==> config.mk <==
export PLATFORM = sky130hd
export DESIGN_NAME = controller_flat
export DESIGN_NICKNAME = d
export VERILOG_FILES = /design/src/rtl/controller_if.sv /design/src/rtl/controller.sv /design/src/flat_wrapper.sv
export SDC_FILE = /design/constraint.sdc
export NUM_CORES = 1
export LEC_CHECK = 0
export CAP_MARGIN = 10
export CORE_MARGIN = 8
export CORE_UTILIZATION = 37
export DETAILED_ROUTE_END_ITERATION = 8
export PLACE_DENSITY = 0.8
export SYNTH_ARGS = -nofsm -noshare
export SYNTH_HDL_FRONTEND = slang
export SYNTH_SLANG_ARGS = --single-unit
==> constraint.sdc <==
create_clock -name vclk -period 1.3
set_input_delay 0.195 -clock vclk [all_inputs]
set_output_delay 0.195 -clock vclk [all_outputs]
set_load 0.005 [all_outputs]
==> src/rtl/controller_if.sv <==
// rtl/controller_if.sv - decode inputs and control outputs of the multicycle CPU control unit
interface controller_if;
  logic [15:0] IR;
  logic        flag;
  logic [4:0]  state;
  logic [4:0]  nextstate;
  logic [2:0]  fnSel;
  logic        ldMAR, ldIR, ldPC, ldSP, ldMDR, ldReg, ldRegBank;
  logic        TReg, TRegBank, TSP, TMAR, TPC, TMDR, TLabel;
  logic        MemRead, MemWrite, IRWrite;

  modport master (
    output IR, flag, state,
    input  nextstate, fnSel,
    input  ldMAR, ldIR, ldPC, ldSP, ldMDR, ldReg, ldRegBank,
    input  TReg, TRegBank, TSP, TMAR, TPC, TMDR, TLabel,
    input  MemRead, MemWrite, IRWrite
  );

  modport slave (
    input  IR, flag, state,
    output nextstate, fnSel,
    output ldMAR, ldIR, ldPC, ldSP, ldMDR, ldReg, ldRegBank,
    output TReg, TRegBank, TSP, TMAR, TPC, TMDR, TLabel,
    output MemRead, MemWrite, IRWrite
  );
endinterface

==> src/rtl/controller.sv <==
// rtl/controller.sv - combinational state/opcode decode for the multicycle 16-bit CPU
module controller (
  input  logic         Clk,
  input  logic         Reset,
  controller_if.slave  bus
);

  typedef enum logic [4:0] {
    S_FETCH0 = 5'd0, S_FETCH1, S_FETCH2, S_FETCH3, S_DECODE,
    S_ALU0, S_ALU1, S_ALU2,
    S_LD0, S_LD1, S_LD2,
    S_ST0, S_ST1, S_ST2,
    S_JMP,
    S_PUSH0, S_PUSH1,
    S_POP0, S_POP1, S_POP2,
    S_HALT
  } state_e;

  typedef enum logic [3:0] {
    OP_ALU = 4'h0, OP_LOAD = 4'h1, OP_STORE = 4'h2, OP_JMP = 4'h3,
    OP_BRF = 4'h4, OP_PUSH = 4'h5, OP_POP = 4'h6, OP_HALT = 4'hF
  } opcode_e;

  localparam logic [2:0] FN_ADD  = 3'b000;
  localparam logic [2:0] FN_PASS = 3'b101;
  localparam logic [2:0] FN_INC  = 3'b110;
  localparam logic [2:0] FN_DEC  = 3'b111;

  state_e  st;
  opcode_e op;

  assign st = state_e'(bus.state);
  assign op = opcode_e'(bus.IR[15:12]);

  // The state register lives in the CPU top; only the opcode and ALU field of IR matter here.
  logic unused_inputs;
  assign unused_inputs = ^{Clk, bus.IR[11:3]};

  assign bus.TMAR = 1'b0;

  always_comb begin
    bus.nextstate = S_FETCH0;
    bus.fnSel     = FN_ADD;
    bus.ldMAR     = 1'b0;
    bus.ldIR      = 1'b0;
    bus.ldPC      = 1'b0;
    bus.ldSP      = 1'b0;
    bus.ldMDR     = 1'b0;
    bus.ldReg     = 1'b0;
    bus.ldRegBank = 1'b0;
    bus.TReg      = 1'b0;
    bus.TRegBank  = 1'b0;
    bus.TSP       = 1'b0;
    bus.TPC       = 1'b0;
    bus.TMDR      = 1'b0;
    bus.TLabel    = 1'b0;
    bus.MemRead   = 1'b0;
    bus.MemWrite  = 1'b0;
    bus.IRWrite   = 1'b0;
    if (!Reset) begin
      case (st)
        S_FETCH0: begin bus.TPC = 1'b1; bus.ldMAR = 1'b1; bus.nextstate = S_FETCH1; end
        S_FETCH1: begin
          bus.MemRead = 1'b1; bus.ldMDR = 1'b1; bus.TPC = 1'b1;
          bus.fnSel = FN_INC; bus.ldReg = 1'b1; bus.nextstate = S_FETCH2;
        end
        S_FETCH2: begin bus.TReg = 1'b1; bus.ldPC = 1'b1; bus.nextstate = S_FETCH3; end
        S_FETCH3: begin
          bus.TMDR = 1'b1; bus.ldIR = 1'b1; bus.IRWrite = 1'b1; bus.nextstate = S_DECODE;
        end
        S_DECODE: begin
          case (op)
            OP_ALU:   bus.nextstate = S_ALU0;
            OP_LOAD:  bus.nextstate = S_LD0;
            OP_STORE: bus.nextstate = S_ST0;
            OP_JMP:   bus.nextstate = S_JMP;
            OP_BRF:   bus.nextstate = bus.flag ? S_JMP : S_FETCH0;
            OP_PUSH:  bus.nextstate = S_PUSH0;
            OP_POP:   bus.nextstate = S_POP0;
            OP_HALT:  bus.nextstate = S_HALT;
            default:  bus.nextstate = S_FETCH0;
          endcase
        end
        S_ALU0: begin
          bus.TRegBank = 1'b1; bus.fnSel = FN_PASS; bus.ldReg = 1'b1; bus.nextstate = S_ALU1;
        end
        S_ALU1: begin
          bus.TRegBank = 1'b1; bus.fnSel = bus.IR[2:0]; bus.ldReg = 1'b1; bus.nextstate = S_ALU2;
        end
        S_ALU2:  begin bus.TReg = 1'b1; bus.ldRegBank = 1'b1; bus.nextstate = S_FETCH0; end
        S_LD0:   begin bus.TRegBank = 1'b1; bus.ldMAR = 1'b1; bus.nextstate = S_LD1; end
        S_LD1:   begin bus.MemRead = 1'b1; bus.ldMDR = 1'b1; bus.nextstate = S_LD2; end
        S_LD2:   begin bus.TMDR = 1'b1; bus.ldRegBank = 1'b1; bus.nextstate = S_FETCH0; end
        S_ST0:   begin bus.TRegBank = 1'b1; bus.ldMAR = 1'b1; bus.nextstate = S_ST1; end
        S_ST1:   begin bus.TRegBank = 1'b1; bus.ldMDR = 1'b1; bus.nextstate = S_ST2; end
        S_ST2:   begin bus.MemWrite = 1'b1; bus.nextstate = S_FETCH0; end
        S_JMP:   begin bus.TLabel = 1'b1; bus.ldPC = 1'b1; bus.nextstate = S_FETCH0; end
        S_PUSH0: begin
          bus.TSP = 1'b1; bus.fnSel = FN_DEC; bus.ldReg = 1'b1; bus.nextstate = S_PUSH1;
        end
        // PUSH and POP reuse the memory tails of STORE and LOAD.
        S_PUSH1: begin
          bus.TReg = 1'b1; bus.ldSP = 1'b1; bus.ldMAR = 1'b1; bus.nextstate = S_ST1;
        end
        S_POP0:  begin bus.TSP = 1'b1; bus.ldMAR = 1'b1; bus.nextstate = S_POP1; end
        S_POP1:  begin
          bus.MemRead = 1'b1; bus.ldMDR = 1'b1; bus.TSP = 1'b1;
          bus.fnSel = FN_INC; bus.ldReg = 1'b1; bus.nextstate = S_POP2;
        end
        S_POP2:  begin bus.TReg = 1'b1; bus.ldSP = 1'b1; bus.nextstate = S_LD2; end
        S_HALT:  bus.nextstate = S_HALT;
        default: bus.nextstate = S_FETCH0;
      endcase
    end
  end

endmodule

==> src/flat_wrapper.sv <==
// flat-port wrapper written by rule: the top's interface ports become plain ports
module controller_flat 
  (Clk, Reset, bus_IR, bus_flag, bus_state, bus_nextstate, bus_fnSel, bus_ldMAR, bus_ldIR, bus_ldPC, bus_ldSP, bus_ldMDR, bus_ldReg, bus_ldRegBank, bus_TReg, bus_TRegBank, bus_TSP, bus_TMAR, bus_TPC, bus_TMDR, bus_TLabel, bus_MemRead, bus_MemWrite, bus_IRWrite);
  controller_if bus_i ();
  input  logic Clk;
  input  logic Reset;
  input wire logic [$bits(bus_i.IR)-1:0] bus_IR;
  input wire logic [$bits(bus_i.flag)-1:0] bus_flag;
  input wire logic [$bits(bus_i.state)-1:0] bus_state;
  output wire logic [$bits(bus_i.nextstate)-1:0] bus_nextstate;
  output wire logic [$bits(bus_i.fnSel)-1:0] bus_fnSel;
  output wire logic [$bits(bus_i.ldMAR)-1:0] bus_ldMAR;
  output wire logic [$bits(bus_i.ldIR)-1:0] bus_ldIR;
  output wire logic [$bits(bus_i.ldPC)-1:0] bus_ldPC;
  output wire logic [$bits(bus_i.ldSP)-1:0] bus_ldSP;
  output wire logic [$bits(bus_i.ldMDR)-1:0] bus_ldMDR;
  output wire logic [$bits(bus_i.ldReg)-1:0] bus_ldReg;
  output wire logic [$bits(bus_i.ldRegBank)-1:0] bus_ldRegBank;
  output wire logic [$bits(bus_i.TReg)-1:0] bus_TReg;
  output wire logic [$bits(bus_i.TRegBank)-1:0] bus_TRegBank;
  output wire logic [$bits(bus_i.TSP)-1:0] bus_TSP;
  output wire logic [$bits(bus_i.TMAR)-1:0] bus_TMAR;
  output wire logic [$bits(bus_i.TPC)-1:0] bus_TPC;
  output wire logic [$bits(bus_i.TMDR)-1:0] bus_TMDR;
  output wire logic [$bits(bus_i.TLabel)-1:0] bus_TLabel;
  output wire logic [$bits(bus_i.MemRead)-1:0] bus_MemRead;
  output wire logic [$bits(bus_i.MemWrite)-1:0] bus_MemWrite;
  output wire logic [$bits(bus_i.IRWrite)-1:0] bus_IRWrite;
  assign bus_i.IR = bus_IR;
  assign bus_i.flag = bus_flag;
  assign bus_i.state = bus_state;
  assign bus_nextstate = bus_i.nextstate;
  assign bus_fnSel = bus_i.fnSel;
  assign bus_ldMAR = bus_i.ldMAR;
  assign bus_ldIR = bus_i.ldIR;
  assign bus_ldPC = bus_i.ldPC;
  assign bus_ldSP = bus_i.ldSP;
  assign bus_ldMDR = bus_i.ldMDR;
  assign bus_ldReg = bus_i.ldReg;
  assign bus_ldRegBank = bus_i.ldRegBank;
  assign bus_TReg = bus_i.TReg;
  assign bus_TRegBank = bus_i.TRegBank;
  assign bus_TSP = bus_i.TSP;
  assign bus_TMAR = bus_i.TMAR;
  assign bus_TPC = bus_i.TPC;
  assign bus_TMDR = bus_i.TMDR;
  assign bus_TLabel = bus_i.TLabel;
  assign bus_MemRead = bus_i.MemRead;
  assign bus_MemWrite = bus_i.MemWrite;
  assign bus_IRWrite = bus_i.IRWrite;
  controller u_core (.Clk(Clk), .Reset(Reset), .bus(bus_i));
endmodule
==> results of run 1 <==
==> cells in the mapped netlist, drive strengths merged (2+ instances only) <==
cell type	count	area, um^2
a211oi	2	15.0
a21o	3	22.5
a21oi	14	70.1
a22oi	2	15.0
a311oi	2	23.8
a31oi	2	12.5
and4b	2	20.0
buf	12	82.6
clkbuf	4	15.0
nand2	17	63.8
nand2b	8	50.1
nand3	2	10.0
nor2	12	45.0
nor2b	9	56.3
nor3	6	30.0
nor3b	4	40.0
nor4	3	40.0
nor4b	2	17.5
o211ai	2	15.0
o21a	2	15.0
o21ai	10	50.0
o21bai	4	30.0
or2	3	18.8
or3b	4	35.0
xnor2	2	17.5
==> where the power goes <==
group          switching (mW)  leakage [nW]  total, mW  internal (mW)
Combinational           0.302         0.860      0.613          0.311
Clock                       0             0          0              0
Sequential                  0             0          0              0
==> final cells by class <==
cell class | count | area, um^2 | area share, %
multi-input cells | 126 | 1080 | 56.1
inverters | 1 | 3.75 | 0.195
repair buffers | 88 | 806 | 41.9
well taps | 28 | 35.0 | 1.82
==> path summary, 6_finish.rpt <==
path / from / end / slack, ns
max: bus_state[3] / bus_nextstate[2] / -0.46
min: Reset / bus_ldMAR / 0.78
==> metal layers <==
metal	vias up	global-route usage, %
met3	33	3.09
met1	714	25.8
met5	-	0
li1	669	-
met4	0	11.7
met2	101	38.8
==> metrics by stage <==
step	hold WS (ns)	utilization (%)	worst slack [ns]	TNS [ns]	area [um^2]
after floorplan	0.426	-	-0.0686	-0.246	940
after global placement	1.47	68.7	-1.14	-23.11	1540
after detailed placement	1.50	68.7	-1.19	-23.93	1540
after CTS	0.833	81.8	-0.365	-3.64	1830
after global routing	0.787	86.1	-0.520	-5.21	1920
final	0.779	86.1	-0.461	-4.39	1920
==> logic make-up (layout without fill, tap and decap cells) <==
group	count (synthesis)	in the layout	synth area share, %
xor+xnor	3	3	2.96
buf+inv	17	89	11.4
simple gates	74	74	49.8
compound gates	48	48	35.4
other cells	1	1	0.423
==> repair_timing <==
item	in CTS	in global routing
endpoints found under the setup margin	24	24
resized for setup	194	30
pin swaps	27	15
gates cloned	4	0
buffers inserted	10	2
hold endpoints to repair	0	0
==> metrics, run 1 <==
status finished, violations left; failing checks negative setup slack; hold-critical path depth 3; met3 WL 382 um; Hold WC Path Type in -> out; Setup WS post-layout -0.461 ns; fillers 112; Final Net Count 241; met1 WL ~2100 um; commonest cells after routing, fill and taps aside 28 x buf_4, 26 x buf_2, 15 x buf_6; Post-Syn Area 887 um^2; ratio of cells with drive above 1 in the final layout approximately 62%; ANT cells 0; Arrival @ worst endpoint roughly 1.6 ns; # setup viols final 18; critical path depth 7; cts hold-fix bufs 0; Placement Rows 17; max-slew violation count 0; CP Launch Type input port; number of global-route vias before repair 1615; via count 1517; gr usage total 22.3%; min Tclk post-route 1.76 ns; top sig layer met4; initial antenna violation count 0; Post-Syn Instances 143; die height about 65 um; Max Cap Viol 0; Die X between 60 and 70 um; per-cell routed wire length roughly 22 um; unrepaired setup endpoints after global routing true; Post-Syn Nets 167; Worst path slowest cell or3b_1; Lkg Pwr between 0.8 and 0.9 nW; routed vias/inst about 6.2; Final Hold Viols 0; Total Wirelength roughly 5300 um; # clk buffers 0; CP bufs+invs 3; Seq/Total Area, Yosys 0%; Distinct cells, synth between 40 and 50; Synth warnings 0; Iter 0 DRT Violations 133; initial core utilization between 30% and 40%; core area around 0.0022 mm^2; largest net degree at the start of global routing 13; Cell Chain, Critical Path buf_8, buf_12, xnor2_4, or3b_1, a21o_1, a311oi_2, buf_2; die area about 0.0042 mm^2; Max IR drop VDD about 0.32 mV; Worst Path Max Fanout 5; Seq cells 0; non-filler cells in the finished layout 243; period utilisation layout 135%; pwr dens between 300 and 400 mW/mm^2; Final ANT Viol Nets 0; Congestion Overflow GR 0; CP delay by family, top compound AO/OA/AOI/OAI gates; HPWL Detailed ~2800 um; I/O pin count between 40 and 50; fmax between 500 and 600 MHz; global-route wire length before repair approximately 8000 um; met2 routed WL 2500 um; CP Capture Type primary output; # DRC 0; Layout area overhead 117%; commonest non-fill, non-tap cell in the layout buf_4; gpl congestion approximately 0.92; IO Port Bufs 38; total power just over 600 uW; worst path required time ~1.1 ns; Pre-antenna DRT Iters 4; crit path kind in -> out; Inst Count DP roughly 230; Mapped Avg Cell Area between 6 and 7 um^2; sequential standard cell area 0 um^2; max incr delay on CP between 0.3 and 0.4 ns
Note: power is estimated with default switching activity, not from simulation.
==> inputs of run 2 (changes only) <==
PLACE_DENSITY = 0.87   (was 0.8)
==> metrics, run 2 (synthesized netlist as in run 1, its figures left out) <==
routed vias/inst 6.93 (+11%); Iter 0 DRT Violations 325 (+140%); largest net degree at the start of global routing 11 (-2); initial core utilization 39.7% (unchanged); die area 0.00422 mm^2 (unchanged); unrepaired setup endpoints after global routing true; Pre-antenna DRT Iters 6 (+2); via count 1759 (+16%); fmax 537 MHz (-5.4%); Hold WC Path Type in -> out; CP Capture Type primary output; hold-critical path depth 3 (unchanged); Placement Rows 17 (unchanged); # DRC 0 (unchanged); gr usage total 26.5% (+4.2 points); clock power share 0% (unchanged); Setup WS post-layout -0.561 ns (-0.100 ns); Psw 362 uW (+20%); Layout area overhead 135%; period utilisation layout 143% (+7.7 points); gpl congestion 0.869 (-5.3%); internal power 352 uW (+13%); total power 714 uW (+16%); post-route cell area 0.00208 mm^2 (+8.5%); commonest non-fill, non-tap cell in the layout buf_4; Total Wirelength 6950 um (+32%); per-cell routed wire length 27.4 um (+27%); worst path required time 1.11 ns (about the same); crit path kind in -> out; ratio of cells with drive above 1 in the final layout 65.0% (+2.7 points); Arrival @ worst endpoint 1.67 ns (+0.10 ns); Final Hold Viols 0 (unchanged); part of the power in combinational logic 100.0% (about the same); commonest cells after routing, fill and taps aside 30 x buf_4, 24 x buf_2, 22 x buf_6; pwr dens 342 mW/mm^2 (+7.3%); Lkg Pwr 0.946 nW (+10%); Net Sw Frac 50.7% (+1.5 points); Worst Path Max Fanout 8 (+3); part of the power in registers 0% (unchanged); failing checks negative setup slack; sequential standard cell area 0 um^2 (unchanged); Hold WS 0.793 ns (+0.0140 ns); Final Net Count 252 (+4.6%); initial antenna violation count 0 (unchanged); CP Launch Type input port; Die X 65.0 um (unchanged); IO Port Bufs 38 (unchanged); Seq cells 0 (unchanged); Hold EP bus_MemRead; Finished Core Util 93.3% (+7.3 points); HPWL Detailed 2690 um (-2.9%); Post-DP Area 0.00152 mm^2 (-1.3%); status finished, violations left; Max Cap Viol 0 (unchanged); # setup viols final 22 (+4); Final ANT Viol Nets 0 (unchanged); ANT cells 0 (unchanged); Hold Startpoint Reset; I/O pin count 49 (unchanged); die height 65.0 um (unchanged); min Tclk post-route 1.86 ns (+0.100 ns); max-slew violation count 0 (unchanged); Setup TNS -5.99 ns (-1.61 ns); core area 0.00223 mm^2 (unchanged); Congestion Overflow GR 0 (unchanged); # clk buffers 0 (unchanged); Max IR drop VDD 0.274 mV (-15%); number of global-route vias before repair 1728 (+7.0%); global-route wire length before repair 9050 um (+15%)
## run 2: power groups by stage
stage | combinational (mW) | clock (mW) | sequential, mW
after global routing | 0.724 | 0 | 0
final | 0.714 | 0 | 0
after CTS | 0.555 | 0 | 0
after detailed placement | 0.413 | 0 | 0
after global placement | 0.397 | 0 | 0
after floorplan | 0.219 | 0 | 0
## run 2: per-stage QoR
step | setup WS, ns | std cells
4_1_cts | -0.367 | 249
3_5_place_dp | -1.22 | 228
6_report | -0.561 | 254
2_1_floorplan | -0.0686 | 143
5_1_grt | -0.560 | 254
3_3_place_gp | -1.10 | 228
## run 2: layer usage
layer  vias to the layer above  wire length [um]  global-route usage, %
met2                       201              3090                   46.8
met4                         0               448                   15.8
met5                         -                 0                      0
met1                       816              2610                   28.2
met3                        57               809                   5.84
li1                        685                 -                      -
## run 2: layout make-up
class                      instances  area [um^2]
fill                              73          149
tap                               28         35.0
inverter                           1         3.75
multi-input combinational        126         1110
timing repair buffer              99          932
## run 2: worst max-delay path, cell delays in order
cell and delay [ns]:
dlygate4sd2_1 0.32, nor2b_1 0.17, o21bai_1 0.21, o2111ai_2 0.18, a311oi_2 0.36, buf_2 0.21
## run 2: how the worst max path moves through the flow
stage	start	to	cells after the start
2_1_floorplan	bus_state[1]	bus_ldIR	6
3_3_place_gp	bus_state[0]	bus_nextstate[3]	7
3_5_place_dp	bus_state[0]	bus_nextstate[2]	7
4_1_cts	bus_flag	bus_nextstate[2]	6
5_1_grt	bus_IR[14]	bus_nextstate[2]	6
6_report	bus_IR[14]	bus_nextstate[2]	6
## run 2: repair_timing
item / 4_1_cts / 5_1_grt
gates resized for setup: 207 / 43
setup endpoints to repair: 24 / 24
cloned: 3 / 0
pin swaps: 33 / 25
buffers inserted: 19 / 8
hold buffers: 0 / 0
==> inputs of run 3 (changes only) <==
CAP_MARGIN = unset   (was 10)
SLEW_MARGIN = 20   (was unset)
==> results of run 3 <==
The final DEF is identical to that of run 2; final timing and power are the same.
